**src/rtl/mem_bus_arbiter_pkg.sv**
```systemverilog
// Shared definitions for the cache/memory bus arbiter: FSM state and owner
// encodings plus default bus widths.
package mem_bus_arbiter_pkg;

    localparam int ADDR_W_DEF   = 7;
    localparam int DATA_W_DEF   = 16;
    localparam int MAX_SKIP_DEF = 3;

    typedef enum logic [1:0] {
        ST_IDLE  = 2'd0,
        ST_GRANT = 2'd1,
        ST_RESP  = 2'd2
    } arb_state_e;

    typedef enum logic {
        OWN_I = 1'b0,
        OWN_D = 1'b1
    } owner_e;

endpackage

```
**src/rtl/mem_bus_arbiter_if.sv**
```systemverilog
// Bus bundle between the two caches, the arbiter and the data memory.
// The slave view is the arbiter; the master view is everything around it.
interface mem_bus_arbiter_if #(
    parameter int ADDR_W = 7,
    parameter int DATA_W = 16
);
    // I-cache side
    logic              i_read;
    logic [ADDR_W-1:0] i_addr;
    logic [DATA_W-1:0] i_readdata;
    logic              i_busywait;
    // D-cache side
    logic              d_read;
    logic              d_write;
    logic [ADDR_W-1:0] d_addr;
    logic [DATA_W-1:0] d_writedata;
    logic [DATA_W-1:0] d_readdata;
    logic              d_busywait;
    // Memory side
    logic              mem_read;
    logic              mem_write;
    logic [ADDR_W-1:0] mem_addr;
    logic [DATA_W-1:0] mem_writedata;
    logic [DATA_W-1:0] mem_readdata;
    logic              mem_busywait;
    // Status: which requester completed the most recent transaction
    logic              last_grant;

    modport slave (
        input  i_read, i_addr, d_read, d_write, d_addr, d_writedata,
               mem_readdata, mem_busywait,
        output i_readdata, i_busywait, d_readdata, d_busywait,
               mem_read, mem_write, mem_addr, mem_writedata, last_grant
    );

    modport master (
        output i_read, i_addr, d_read, d_write, d_addr, d_writedata,
               mem_readdata, mem_busywait,
        input  i_readdata, i_busywait, d_readdata, d_busywait,
               mem_read, mem_write, mem_addr, mem_writedata, last_grant
    );

endinterface

```
**src/rtl/mem_bus_arbiter_grant_select.sv**
```systemverilog
// Grant priority for the memory arbiter. The D-cache wins contested grants
// unless the I-cache has already been passed over MAX_SKIP times in a row.
module mem_grant_select
    import mem_bus_arbiter_pkg::*;
#(
    parameter int MAX_SKIP = MAX_SKIP_DEF
) (
    input  logic   CLK,
    input  logic   reset,
    input  logic   i_req,
    input  logic   d_req,
    input  logic   grant_en,
    output owner_e owner_win
);

    localparam int                SKIP_W   = $clog2(MAX_SKIP + 1);
    localparam logic [SKIP_W-1:0] SKIP_MAX = SKIP_W'(MAX_SKIP);

    logic [SKIP_W-1:0] skip_cnt_r;
    logic [SKIP_W-1:0] skip_cnt_s;

    // Pick the winner and compute the next consecutive-skip count for I.
    always_comb begin
        owner_win  = OWN_D;
        skip_cnt_s = skip_cnt_r;
        if (i_req && d_req) begin
            if (skip_cnt_r == SKIP_MAX) begin
                owner_win = OWN_I;
            end else begin
                owner_win = OWN_D;
            end
        end else if (i_req) begin
            owner_win = OWN_I;
        end else begin
            owner_win = OWN_D;
        end
        if (grant_en) begin
            if (owner_win == OWN_I) begin
                skip_cnt_s = {SKIP_W{1'b0}};
            end else if (i_req && (skip_cnt_r != SKIP_MAX)) begin
                skip_cnt_s = skip_cnt_r + 1'b1;
            end else begin
                skip_cnt_s = skip_cnt_r;
            end
        end else begin
            skip_cnt_s = skip_cnt_r;
        end
    end

    // Skip counter register.
    always_ff @(posedge CLK or posedge reset) begin
        if (reset) begin
            skip_cnt_r <= {SKIP_W{1'b0}};
        end else begin
            skip_cnt_r <= skip_cnt_s;
        end
    end

endmodule

```
**src/rtl/mem_bus_arbiter.sv**
```systemverilog
// Arbiter sharing the single main data memory between the I-cache and the
// D-cache. One transaction at a time: IDLE -> GRANT (strobes held until the
// memory has been busy and gone idle) -> RESP (one cycle, owner released).
module mem_bus_arbiter
    import mem_bus_arbiter_pkg::*;
#(
    parameter int ADDR_W   = ADDR_W_DEF,
    parameter int DATA_W   = DATA_W_DEF,
    parameter int MAX_SKIP = MAX_SKIP_DEF
) (
    input  logic               CLK,
    input  logic               reset,
    mem_bus_arbiter_if.slave   bus
);

    arb_state_e        state_r, state_s;
    owner_e            owner_r, owner_s;
    owner_e            last_grant_r, last_grant_s;
    owner_e            win_s;
    logic              seen_busy_r, seen_busy_s;
    logic              mem_read_r, mem_read_s;
    logic              mem_write_r, mem_write_s;
    logic [ADDR_W-1:0] mem_addr_r, mem_addr_s;
    logic [DATA_W-1:0] mem_wdata_r, mem_wdata_s;
    logic [DATA_W-1:0] i_rdata_r, i_rdata_s;
    logic [DATA_W-1:0] d_rdata_r, d_rdata_s;
    logic              i_req_s, d_req_s, grant_en_s;
    logic              resp_i_s, resp_d_s;

    assign i_req_s    = bus.i_read;
    assign d_req_s    = bus.d_read | bus.d_write;
    assign grant_en_s = (state_r == ST_IDLE) & (i_req_s | d_req_s);
    assign resp_i_s   = (state_r == ST_RESP) & (owner_r == OWN_I);
    assign resp_d_s   = (state_r == ST_RESP) & (owner_r == OWN_D);

    mem_grant_select #(.MAX_SKIP(MAX_SKIP)) u_sel (
        .CLK       (CLK),
        .reset     (reset),
        .i_req     (i_req_s),
        .d_req     (d_req_s),
        .grant_en  (grant_en_s),
        .owner_win (win_s)
    );

    // Next-state and next-register values for the transaction FSM.
    always_comb begin
        state_s      = state_r;
        owner_s      = owner_r;
        last_grant_s = last_grant_r;
        seen_busy_s  = seen_busy_r;
        mem_read_s   = mem_read_r;
        mem_write_s  = mem_write_r;
        mem_addr_s   = mem_addr_r;
        mem_wdata_s  = mem_wdata_r;
        i_rdata_s    = i_rdata_r;
        d_rdata_s    = d_rdata_r;
        case (state_r)
            ST_IDLE: begin
                if (grant_en_s) begin
                    state_s     = ST_GRANT;
                    owner_s     = win_s;
                    seen_busy_s = 1'b0;
                    if (win_s == OWN_D) begin
                        // A simultaneous read+write from D is a write-back.
                        mem_read_s  = bus.d_read & ~bus.d_write;
                        mem_write_s = bus.d_write;
                        mem_addr_s  = bus.d_addr;
                        mem_wdata_s = bus.d_writedata;
                    end else begin
                        mem_read_s  = 1'b1;
                        mem_write_s = 1'b0;
                        mem_addr_s  = bus.i_addr;
                        mem_wdata_s = {DATA_W{1'b0}};
                    end
                end else begin
                    state_s = ST_IDLE;
                end
            end
            ST_GRANT: begin
                if (bus.mem_busywait) begin
                    seen_busy_s = 1'b1;
                end else begin
                    seen_busy_s = seen_busy_r;
                end
                if (seen_busy_r && !bus.mem_busywait) begin
                    state_s     = ST_RESP;
                    mem_read_s  = 1'b0;
                    mem_write_s = 1'b0;
                    // An abandoned read (request dropped) keeps the old data.
                    if (mem_read_r && (owner_r == OWN_D) && bus.d_read) begin
                        d_rdata_s = bus.mem_readdata;
                    end else if (mem_read_r && (owner_r == OWN_I) && bus.i_read) begin
                        i_rdata_s = bus.mem_readdata;
                    end else begin
                        d_rdata_s = d_rdata_r;
                    end
                end else begin
                    state_s = ST_GRANT;
                end
            end
            ST_RESP: begin
                state_s      = ST_IDLE;
                seen_busy_s  = 1'b0;
                last_grant_s = owner_r;
            end
            default: begin
                state_s = ST_IDLE;
            end
        endcase
    end

    // FSM and datapath registers; reset aborts any transaction at once.
    always_ff @(posedge CLK or posedge reset) begin
        if (reset) begin
            state_r      <= ST_IDLE;
            owner_r      <= OWN_D;
            last_grant_r <= OWN_D;
            seen_busy_r  <= 1'b0;
            mem_read_r   <= 1'b0;
            mem_write_r  <= 1'b0;
            mem_addr_r   <= {ADDR_W{1'b0}};
            mem_wdata_r  <= {DATA_W{1'b0}};
            i_rdata_r    <= {DATA_W{1'b0}};
            d_rdata_r    <= {DATA_W{1'b0}};
        end else begin
            state_r      <= state_s;
            owner_r      <= owner_s;
            last_grant_r <= last_grant_s;
            seen_busy_r  <= seen_busy_s;
            mem_read_r   <= mem_read_s;
            mem_write_r  <= mem_write_s;
            mem_addr_r   <= mem_addr_s;
            mem_wdata_r  <= mem_wdata_s;
            i_rdata_r    <= i_rdata_s;
            d_rdata_r    <= d_rdata_s;
        end
    end

    // Stalls are combinational so a cache stalls in the cycle it requests.
    assign bus.i_busywait    = ~reset & i_req_s & ~resp_i_s;
    assign bus.d_busywait    = ~reset & d_req_s & ~resp_d_s;
    assign bus.mem_read      = mem_read_r;
    assign bus.mem_write     = mem_write_r;
    assign bus.mem_addr      = mem_addr_r;
    assign bus.mem_writedata = mem_wdata_r;
    assign bus.i_readdata    = i_rdata_r;
    assign bus.d_readdata    = d_rdata_r;
    assign bus.last_grant    = last_grant_r;

endmodule

```
**src/flat_wrapper.sv**
```systemverilog
// flat-port wrapper written by rule: the top's interface ports become plain ports
module mem_bus_arbiter_flat import mem_bus_arbiter_pkg::*;
#(
    parameter int ADDR_W   = ADDR_W_DEF,
    parameter int DATA_W   = DATA_W_DEF,
    parameter int MAX_SKIP = MAX_SKIP_DEF
)
  (CLK, reset, bus_i_read, bus_i_addr, bus_d_read, bus_d_write, bus_d_addr, bus_d_writedata, bus_mem_readdata, bus_mem_busywait, bus_i_readdata, bus_i_busywait, bus_d_readdata, bus_d_busywait, bus_mem_read, bus_mem_write, bus_mem_addr, bus_mem_writedata, bus_last_grant);
  mem_bus_arbiter_if #(.ADDR_W(ADDR_W), .DATA_W(DATA_W)) bus_i ();
  input  logic CLK;
  input  logic reset;
  input wire logic [$bits(bus_i.i_read)-1:0] bus_i_read;
  input wire logic [$bits(bus_i.i_addr)-1:0] bus_i_addr;
  input wire logic [$bits(bus_i.d_read)-1:0] bus_d_read;
  input wire logic [$bits(bus_i.d_write)-1:0] bus_d_write;
  input wire logic [$bits(bus_i.d_addr)-1:0] bus_d_addr;
  input wire logic [$bits(bus_i.d_writedata)-1:0] bus_d_writedata;
  input wire logic [$bits(bus_i.mem_readdata)-1:0] bus_mem_readdata;
  input wire logic [$bits(bus_i.mem_busywait)-1:0] bus_mem_busywait;
  output wire logic [$bits(bus_i.i_readdata)-1:0] bus_i_readdata;
  output wire logic [$bits(bus_i.i_busywait)-1:0] bus_i_busywait;
  output wire logic [$bits(bus_i.d_readdata)-1:0] bus_d_readdata;
  output wire logic [$bits(bus_i.d_busywait)-1:0] bus_d_busywait;
  output wire logic [$bits(bus_i.mem_read)-1:0] bus_mem_read;
  output wire logic [$bits(bus_i.mem_write)-1:0] bus_mem_write;
  output wire logic [$bits(bus_i.mem_addr)-1:0] bus_mem_addr;
  output wire logic [$bits(bus_i.mem_writedata)-1:0] bus_mem_writedata;
  output wire logic [$bits(bus_i.last_grant)-1:0] bus_last_grant;
  assign bus_i.i_read = bus_i_read;
  assign bus_i.i_addr = bus_i_addr;
  assign bus_i.d_read = bus_d_read;
  assign bus_i.d_write = bus_d_write;
  assign bus_i.d_addr = bus_d_addr;
  assign bus_i.d_writedata = bus_d_writedata;
  assign bus_i.mem_readdata = bus_mem_readdata;
  assign bus_i.mem_busywait = bus_mem_busywait;
  assign bus_i_readdata = bus_i.i_readdata;
  assign bus_i_busywait = bus_i.i_busywait;
  assign bus_d_readdata = bus_i.d_readdata;
  assign bus_d_busywait = bus_i.d_busywait;
  assign bus_mem_read = bus_i.mem_read;
  assign bus_mem_write = bus_i.mem_write;
  assign bus_mem_addr = bus_i.mem_addr;
  assign bus_mem_writedata = bus_i.mem_writedata;
  assign bus_last_grant = bus_i.last_grant;
  mem_bus_arbiter #(.ADDR_W(ADDR_W), .DATA_W(DATA_W), .MAX_SKIP(MAX_SKIP)) u_core (.CLK(CLK), .reset(reset), .bus(bus_i));
endmodule
```
**config.mk**
```make
export PLATFORM = sky130hd
export DESIGN_NAME = mem_bus_arbiter_flat
export DESIGN_NICKNAME = d
export VERILOG_FILES = /design/src/rtl/mem_bus_arbiter_pkg.sv /design/src/rtl/mem_bus_arbiter_if.sv /design/src/rtl/mem_bus_arbiter_grant_select.sv /design/src/rtl/mem_bus_arbiter.sv /design/src/flat_wrapper.sv
export SDC_FILE = /design/constraint.sdc
export NUM_CORES = 1
export LEC_CHECK = 0
export CAP_MARGIN = 25
export CORE_MARGIN = 1
export CORE_UTILIZATION = 50
export DETAILED_ROUTE_END_ITERATION = 7
export DONT_BUFFER_PORTS = 1
export PLACE_DENSITY = 0.68
export SLEW_MARGIN = 25
export SYNTH_ARGS = -nofsm -noshare
export SYNTH_HDL_FRONTEND = slang
export SYNTH_SLANG_ARGS = --single-unit
export TNS_END_PERCENT = 30
```
**constraint.sdc**
```tcl
create_clock -name CLK -period 2.15 [get_ports CLK]
set_input_delay 0.43 -clock CLK [delete_from_list [all_inputs] [get_ports CLK]]
set_output_delay 0.43 -clock CLK [all_outputs]
set_load 0.02 [all_outputs]
```
Yosys cells after proc, flatten, opt, wreduce, memory -nomap -nowiden
Cells that the tools add are included.
{"block": "classes", "addsub": 1, "eq_ne": 8, "n_mux": 20, "bitwise": 16, "n_reduce_logical": 17}
{"cell": "16-bit two-way mux", "n": 1}
{"cell": "1-bit two-way mux", "n": 11}
{"cell": "3-bit AND reduction", "n": 3}
{"cell": "1-bit AND", "n": 8}
{"cell": "1-bit logical AND", "n": 7}
{"cell": "7-bit two-way mux", "n": 1}
{"cell": "2-bit two-way mux", "n": 3}
{"cell": "2-bit inequality test, second input constant", "n": 3}
{"cell": "1-bit NOT", "n": 6}
{"cell": "2-bit equality test, second input constant", "n": 2}
{"cell": "2-bit by 1-bit inequality test with 1-bit output, second input constant", "n": 2}
{"cell": "1-bit case mux with 2 select lines", "n": 2}
{"cell": "2-bit case mux with 2 select lines", "n": 1}
{"cell": "2-bit AND reduction", "n": 2}
{"cell": "4-bit AND reduction", "n": 1}
{"cell": "1-bit case mux with 3 select lines", "n": 1}
{"cell": "3-bit nonzero test", "n": 1}
{"cell": "2-bit by 1-bit adder with 2-bit output, second input constant", "n": 1}
{"cell": "2-bit by 1-bit equality test with 1-bit output, second input constant", "n": 1}
{"cell": "2-bit logical NOT", "n": 1}
{"cell": "1-bit bitwise OR", "n": 2}
{"cell": "2-bit nonzero test", "n": 1}
{"cell": "1-bit logical NOT", "n": 1}
{"block": "totals", "ff_bits": 64, "in_bits": 52}

Longest topological paths before layout
Gate-level depths: netlist (run 1).
{"block": "logic_depth", "depth_word": 6, "mapped_depth": 5}

Hierarchy
Synthesis (run 1) repeated with hierarchy kept, for this count alone.
{"block": "hier_totals", "hier_cells": 207, "area_unflattened_um2": 2837.7}
{"module": "mem_bus_arbiter", "n_inst": 1, "cells_per_inst": 195, "area_per_inst_um2": 2722.6, "seq_area_each_um2": 1554.0}
{"module": "mem_grant_select", "n_inst": 1, "cells_per_inst": 12, "area_per_inst_um2": 115.1, "seq_area_each_um2": 50.0}

Worst setup path before layout (run 1)
OpenSTA, ideal clock, no wires.
{"block": "synth_timing", "path_type": "register -> register", "from": "register u_core.state_r[1]", "to": "register u_core.i_rdata_r[0], in the netlist u_core.bus.i_readdata[0]", "setup_ns": 0.125, "arrival_time_ns": 1.497, "required_ns": 2.025, "slack_ns": 0.528, "stages_incl_launch_ff": 6, "path_buffers": 2, "synth_period_minus_slack_ns": 1.622, "path_cell_list": "dfrtp_1 -> nor4bb_1 -> buf_4 -> nand4b_4 -> buf_6 -> mux2_4"}
{"block": "synth_between", "elab_chain_len": 2}
{"item": "from (decl)", "line": "mem_bus_arbiter.sv:16", "source": "arb_state_e state_r, state_s;"}
{"item": "from (signal assigned)", "line": "mem_bus_arbiter.sv:126", "source": "state_r <= state_s;"}
{"item": "2-bit by 1-bit equality test with 1-bit output", "line": "mem_bus_arbiter.sv:57", "source": "case (state_r)"}
{"item": "4-bit AND reduction (no line)"}
{"item": "to (signal assigned)", "line": "mem_bus_arbiter.sv:123", "source": "i_rdata_r <= {DATA_W{1'b0}};"}
{"item": "to (signal assigned)", "line": "mem_bus_arbiter.sv:134", "source": "i_rdata_r <= i_rdata_s;"}
{"item": "to (decl)", "line": "mem_bus_arbiter.sv:25", "source": "logic [DATA_W-1:0] i_rdata_r, i_rdata_s;"}
Every way passes these cells.
A chain may end at the register's enable or synchronous reset.

Worst setup path after layout (run 1)
{"block": "layout_timing", "from": "register u_core.state_r[1]", "to": "register u_core.d_rdata_r[4], in the netlist u_core.bus.d_readdata[4]"}
{"block": "layout_between", "elab_chain_len": 2}
{"item": "2-bit by 1-bit equality test with 1-bit output", "line": "mem_bus_arbiter.sv:57"}
{"item": "3-bit AND reduction (no line)"}
{"item": "to (signal assigned)", "line": "mem_bus_arbiter.sv:124", "source": "d_rdata_r <= {DATA_W{1'b0}};"}
{"item": "to (signal assigned)", "line": "mem_bus_arbiter.sv:135", "source": "d_rdata_r <= d_rdata_s;"}
{"item": "to (decl)", "line": "mem_bus_arbiter.sv:26", "source": "logic [DATA_W-1:0] d_rdata_r, d_rdata_s;"}
Every way passes these cells.

==> reports/qor.yml, run 1 <==
status: "finished clean"
core_area_um2: 5170
antenna_left: 0
synth_nets: 244
ys.flop_type: "dfrtp_1"
r2r-end: "u_core.bus.d_readdata[4]$_DFFE_PP0P_"
nFillCells: 384
vias_per_cell: 6.15
synthCells: 190
reg2reg_slack_ns: 0.29
grt_pass1_wl_um: 8060
grt_overflow: 0
gp_congestion: 0.857
post_cts_buffers: 0
fin_skew_ns: 0.00604
ir_worst_vdd_v: 0.000704
fin_crit_sh: 0.865
max_slew.worst_pin.slew_ns: 0.500
crit_chain: "nor4bb_1, buf_4, nand4_4, mux2_4"
antenna_found_initial: 0
worstSkewPairLatency_ns: 0.33
htree_levels: 3
r2r_cells: 4
dp_hpwl_um: 3910
cp-start-kind: "flip-flop"
maxSlewViolCount: 0
clk_pin_slew_ns: 0.07
slew_headroom: 0.666
die_height_um: 75.6
arrival_ns: 2.07
clockBufferDepth: 2
post-route-drc-count: 0
yosys.area.top_type_share: 0.572
cts_tree: "yes"
fp-row-count: 26
multi_input_area_um2: 1030
synthTopCellsByArea: "dfrtp_1 (57%), mux2_4 (11%), mux2_2 (5.8%)"
area_growth_syn_to_layout_pct: 10.1
hold_viol_final: 0
critPathKind: "flip-flop to flip-flop"
start_util: 0.524
cts_buffers: 9
max_freq_mhz: 538
yosys_register_bits: 64
synth_top_family_by_area: "multiplexers"
synth_edf_count: 0
dieArea_um2: 5720
fin_nets: 254
synth-compound-area-share: 0.135
die_w_um: 75.6
num_vias: 1684
hold-path-endpoint: "u_core.bus.mem_writedata[10]$_DFFE_PP0P_"
synth-simple-area-share: 0.0637
seqCellArea_um2: 1600
syn_area_um2: 2710
critPathTopFamily: "simple AND/OR/NAND/NOR gates"
path_max_fanout: 16
setup_viol: 0
powerDensity_nw_per_um2: 1570
yosys_warnings: 0
first_iter_violations: 78
cts.sinks: 64
async_flop_share: 1.00
drtPass1Iterations: 4
io_pins: 112
grt-busiest-layer: "met2"
rsz0062_at_grt: "false"
drive_gt1_frac: 0.314
portBuffers: 0
met2_usage: 0.319
synth.largest_area_cell: "dfrtp_1"
wl_per_cell_um: 20.2
grt.met1_usage: 0.222
grt_max_degree: 48
maxCapViolCount: 0
whs_path_depth: 1
crit_path_end_kind: "flip-flop"
grt_pass1_vias: 1698
synthMuxAreaShare: 0.173
yosysSeqAreaShare: 0.592
hold_class: "primary input to flip-flop"
required_ns: 2.36
timing.hold.ws_ns: 0.231
grt_usage: 0.198
ys_types: 38
synth_xor_area_frac: 0
min_from: "bus_d_writedata[10]"
syn_area_per_cell_um2: 14.3
routed_wirelength_um: 5540
diodes: 0
p_leak_nw: 1.42
path_buf_inv: 1
fin_setup_tns_ns: 0
grt_util_met3: 0.101
r2r-start: "u_core.state_r[1]$_DFF_PP0_"
crit_slowest_cell: "dfrtp_1"
fin_crit_ns: 1.86
root_buffer: "clkbuf_8"
slowest_delay_ns: 0.44
synth_adder_area_share: 0.00923
[how the worst max path moves through the flow]
| stage | from | endpoint | slack [ns] | cells past startpoint |
|---|---|---|---|---|
| 6_report | u_core.state_r[1]$_DFF_PP0_ | u_core.bus.d_readdata[4]$_DFFE_PP0P_ | 0.29 | 4 |
| 5_1_grt | u_core.state_r[1]$_DFF_PP0_ | u_core.bus.d_readdata[4]$_DFFE_PP0P_ | 0.17 | 4 |
| 4_1_cts | u_core.state_r[1]$_DFF_PP0_ | u_core.bus.d_readdata[4]$_DFFE_PP0P_ | 0.27 | 4 |
| 3_5_place_dp | u_core.state_r[1]$_DFF_PP0_ | u_core.bus.d_readdata[4]$_DFFE_PP0P_ | 0.29 | 4 |
| 3_3_place_gp | u_core.state_r[1]$_DFF_PP0_ | u_core.bus.d_readdata[1]$_DFFE_PP0P_ | 0.37 | 4 |
| 2_1_floorplan | reset | u_core.bus.d_readdata[0]$_DFFE_PP0P_ | 0.13 | 1 |
[synthesized netlist by cell type, types with 3 or more instances]
cell type  number
dfrtp_1        62
mux2_4         20
a22o_1         17
mux2_2         14
a21oi_1         9
o21ai_0         8
a31oi_1         7
nand3_1         7
inv_1           5
nor2_1          3
nor2b_1         3
[per-stage QoR]
step / std cells / utilization / power [mW] / area [um^2] / setup WS (ns)
after global placement: 258 / 0.541 / 3.70 / 2800 / 0.371
after floorplan: 190 / - / 3.49 / 2710 / 0.125
after detailed placement: 258 / 0.541 / 3.80 / 2800 / 0.291
final: 274 / 0.577 / 4.67 / 2980 / 0.290
after global routing: 274 / 0.577 / 4.95 / 2980 / 0.171
after CTS: 274 / 0.577 / 4.71 / 2980 / 0.271
[final cells by class]
class,count,share of cell area
Sequential cell,64,0.538
Multi-Input combinational cell,113,0.346
Clock buffer,12,0.0520
Tap cell,70,0.0294
Timing Repair Buffer,7,0.0227
Inverter,5,0.00629
Clock inverter,3,0.00587
[placed cells by master (no fill, tap or decap), drive strengths merged, types with 2 or more instances in the layout]
cell and count:
dfstp 2, nor2b 3, a31oi 7, nand4 2, mux2 34, o21ai 8, o21bai 2, ha 2
nor2 3, clkinv 2, dfrtp 62, a21oi 10, buf 6, clkbuf 12, nand2 2, nand3 7
nand2b 2, inv 5, a22o 17
[cell families after synthesis]
logic type / after synthesis
buf+inv: 13
flops: 64
compound gates: 51
simple gates: 25
mux: 35
fa+ha+maj: 2
[routing by layer]
layer  vias up  wire, um
met5         -         0
met2        99      2670
met1       849      2210
met4         0        61
met3        11       605
li1        725         -
[report_power, final]
group	total (mW)	internal [mW]	switching [mW]
clock network	0.894	0.471	0.423
logic	1.09	0.615	0.478
registers	2.69	1.72	0.968
[state kept, by name, indices dropped and copies added (netlist names)]
register,flops
u_core.seen_busy_r,1
u_core.bus.mem_write,1
u_core.bus.mem_read,1
u_core.bus.last_grant,1
u_core.bus.mem_addr,7
u_core.owner_r,1
u_core.bus.mem_writedata,16
u_core.bus.i_readdata,16
u_core.u_sel.skip_cnt_r,2
u_core.state_r,2
u_core.bus.d_readdata,16
[timing repair]
item / in CTS / in global routing
gates resized for setup: 0 / 0
hold buffers: 1 / 0
hold endpoints to repair: 15 / 0
setup endpoints to repair: 0 / 0
No activity file was read; power rests on OpenSTA's default activity.
==> inputs of run 2 (changes only) <==
Settings changed: CORE_UTILIZATION 50 to 56, PLACE_DENSITY 0.68 to 0.74.
==> reports/qor.yml, run 2 (synthesis results as in run 1) <==
critPathTopFamily: "simple AND/OR/NAND/NOR gates"
grt_pass1_wl_um: 8850
routed_wirelength_um: 5700
fin_skew_ns: 0.00375
vias_per_cell: 6.67
grt_overflow: 0
diodes: 0
antenna_left: 0
cts_buffers: 9
post_cts_buffers: 0
cts_tree: "yes"
fin_crit_ns: 1.81
path_buf_inv: 1
htree_levels: 3
dp_hpwl_um: 3960
crit_slowest_cell: "dfrtp_1"
status: "finished clean"
slowest_delay_ns: 0.44
fp-row-count: 24
fin_setup_tns_ns: 0
die_height_um: 71.6
powerDensity_nw_per_um2: 1640
grt_max_degree: 48
hold_class: "primary input to flip-flop"
crit_chain: "nor4bb_1, buf_4, nand4_4, mux2_4"
grt_usage: 0.230
root_buffer: "clkbuf_8"
maxCapViolCount: 0
worstSkewPairLatency_ns: 0.32
drtPass1Iterations: 4
area_growth_syn_to_layout_pct: 11.0
max_slew.worst_pin.slew_ns: 0.524
required_ns: 2.36
maxSlewViolCount: 0
cp-start-kind: "flip-flop"
start_util: 0.602
rsz0062_at_grt: "false"
ir_worst_vdd_v: 0.000652
core_area_um2: 4500
antenna_found_initial: 0
setup_viol: 0
hold_viol_final: 0
dieArea_um2: 5120
die_w_um: 71.6
crit_path_end_kind: "flip-flop"
cts_resized: 0
critPathKind: "flip-flop to flip-flop"
gp_congestion: 0.771
seqCellArea_um2: 1600
first_iter_violations: 99
path_max_fanout: 16
final_common_cell: "dfrtp_1"
arrival_ns: 2.02
multi_input_area_um2: 1030
fin_nets: 254
final_cell_mix: "dfrtp_1 (62), mux2_4 (20), a22o_1 (17), mux2_2 (14), clkbuf_8 (11)"
num_vias: 1708
nFillCells: 337
drive_gt1_frac: 0.314
portBuffers: 0
wl_per_cell_um: 22.3
clk_pin_slew_ns: 0.06
post-route-util: 0.668
clockBufferDepth: 2
max_freq_mhz: 552
slew_headroom: 0.650
grt_pass1_vias: 1752
fin_crit_sh: 0.843
cts.sinks: 64
post-route-drc-count: 0
io_pins: 112
p_leak_nw: 1.45
[run 2: worst paths after layout]
| path | cells after the start | to | startpoint | slack, ns |
|---|---|---|---|---|
| hold reg to reg | 1 | u_core.u_sel.skip_cnt_r[1]$_DFFE_PP0P_ | u_core.u_sel.skip_cnt_r[1]$_DFFE_PP0P_ | 0.55 |
| max in group asynchronous | 3 | u_core.bus.mem_addr[3]$_DFFE_PP0P_ | reset | 1.00 |
| setup reg to reg | 4 | u_core.bus.d_readdata[1]$_DFFE_PP0P_ | u_core.state_r[1]$_DFF_PP0_ | 0.34 |
| min in group asynchronous | 2 | u_core.seen_busy_r$_DFFE_PP0P_ | reset | 0.57 |
| setup / recovery | 4 | u_core.bus.d_readdata[1]$_DFFE_PP0P_ | u_core.state_r[1]$_DFF_PP0_ | 0.34 |
| hold / removal | 1 | u_core.bus.mem_writedata[11]$_DFFE_PP0P_ | bus_d_writedata[11] | 0.24 |
[run 2: repair_timing]
action / CTS / global route
endpoints found under the hold margin: 15 / 0
setup endpoints to repair: 0 / 0
hold buffers: 1 / 0
[run 2: worst reg2reg max path, stage by stage, from the launching register on]
cell	delay (ns)
dfrtp_1	0.44
nor4bb_1	0.29
buf_4	0.20
nand4_4	0.34
mux2_4	0.43
[run 2: area by class of cell]
cell class | count | share of cell area
flip-flops and latches | 64 | 0.533
multi-input cells | 113 | 0.343
clock buffers | 12 | 0.0516
repair buffers | 7 | 0.0225
clock inverters | 3 | 0.0216
well taps | 52 | 0.0216
inverters | 5 | 0.00624
[run 2: per-layer routing]
layer  track usage  wire (um)
met1         0.271       2190
met2         0.367       2790
met3         0.105        601
met4        0.0980        115
met5             0          0
[run 2: where the power goes]
group / leakage, nW / switching (mW) / internal (mW)
sequential: 0.812 / 0.974 / 1.72
clock: 0.112 / 0.421 / 0.709
combinational: 0.522 / 0.483 / 0.614
total: 1.45 / 1.88 / 3.04
[run 2: stage by stage]
stage	hold WS [ns]	instances	power [mW]	worst slack [ns]	cell area [um^2]
floorplan	0.504	190	3.49	0.125	2710
global placement	0.312	240	3.70	0.382	2780
detailed placement	0.321	240	3.80	0.299	2780
CTS	0.225	256	4.95	0.293	3010
global route	0.220	256	5.15	0.226	3010
finish	0.238	256	4.92	0.337	3010
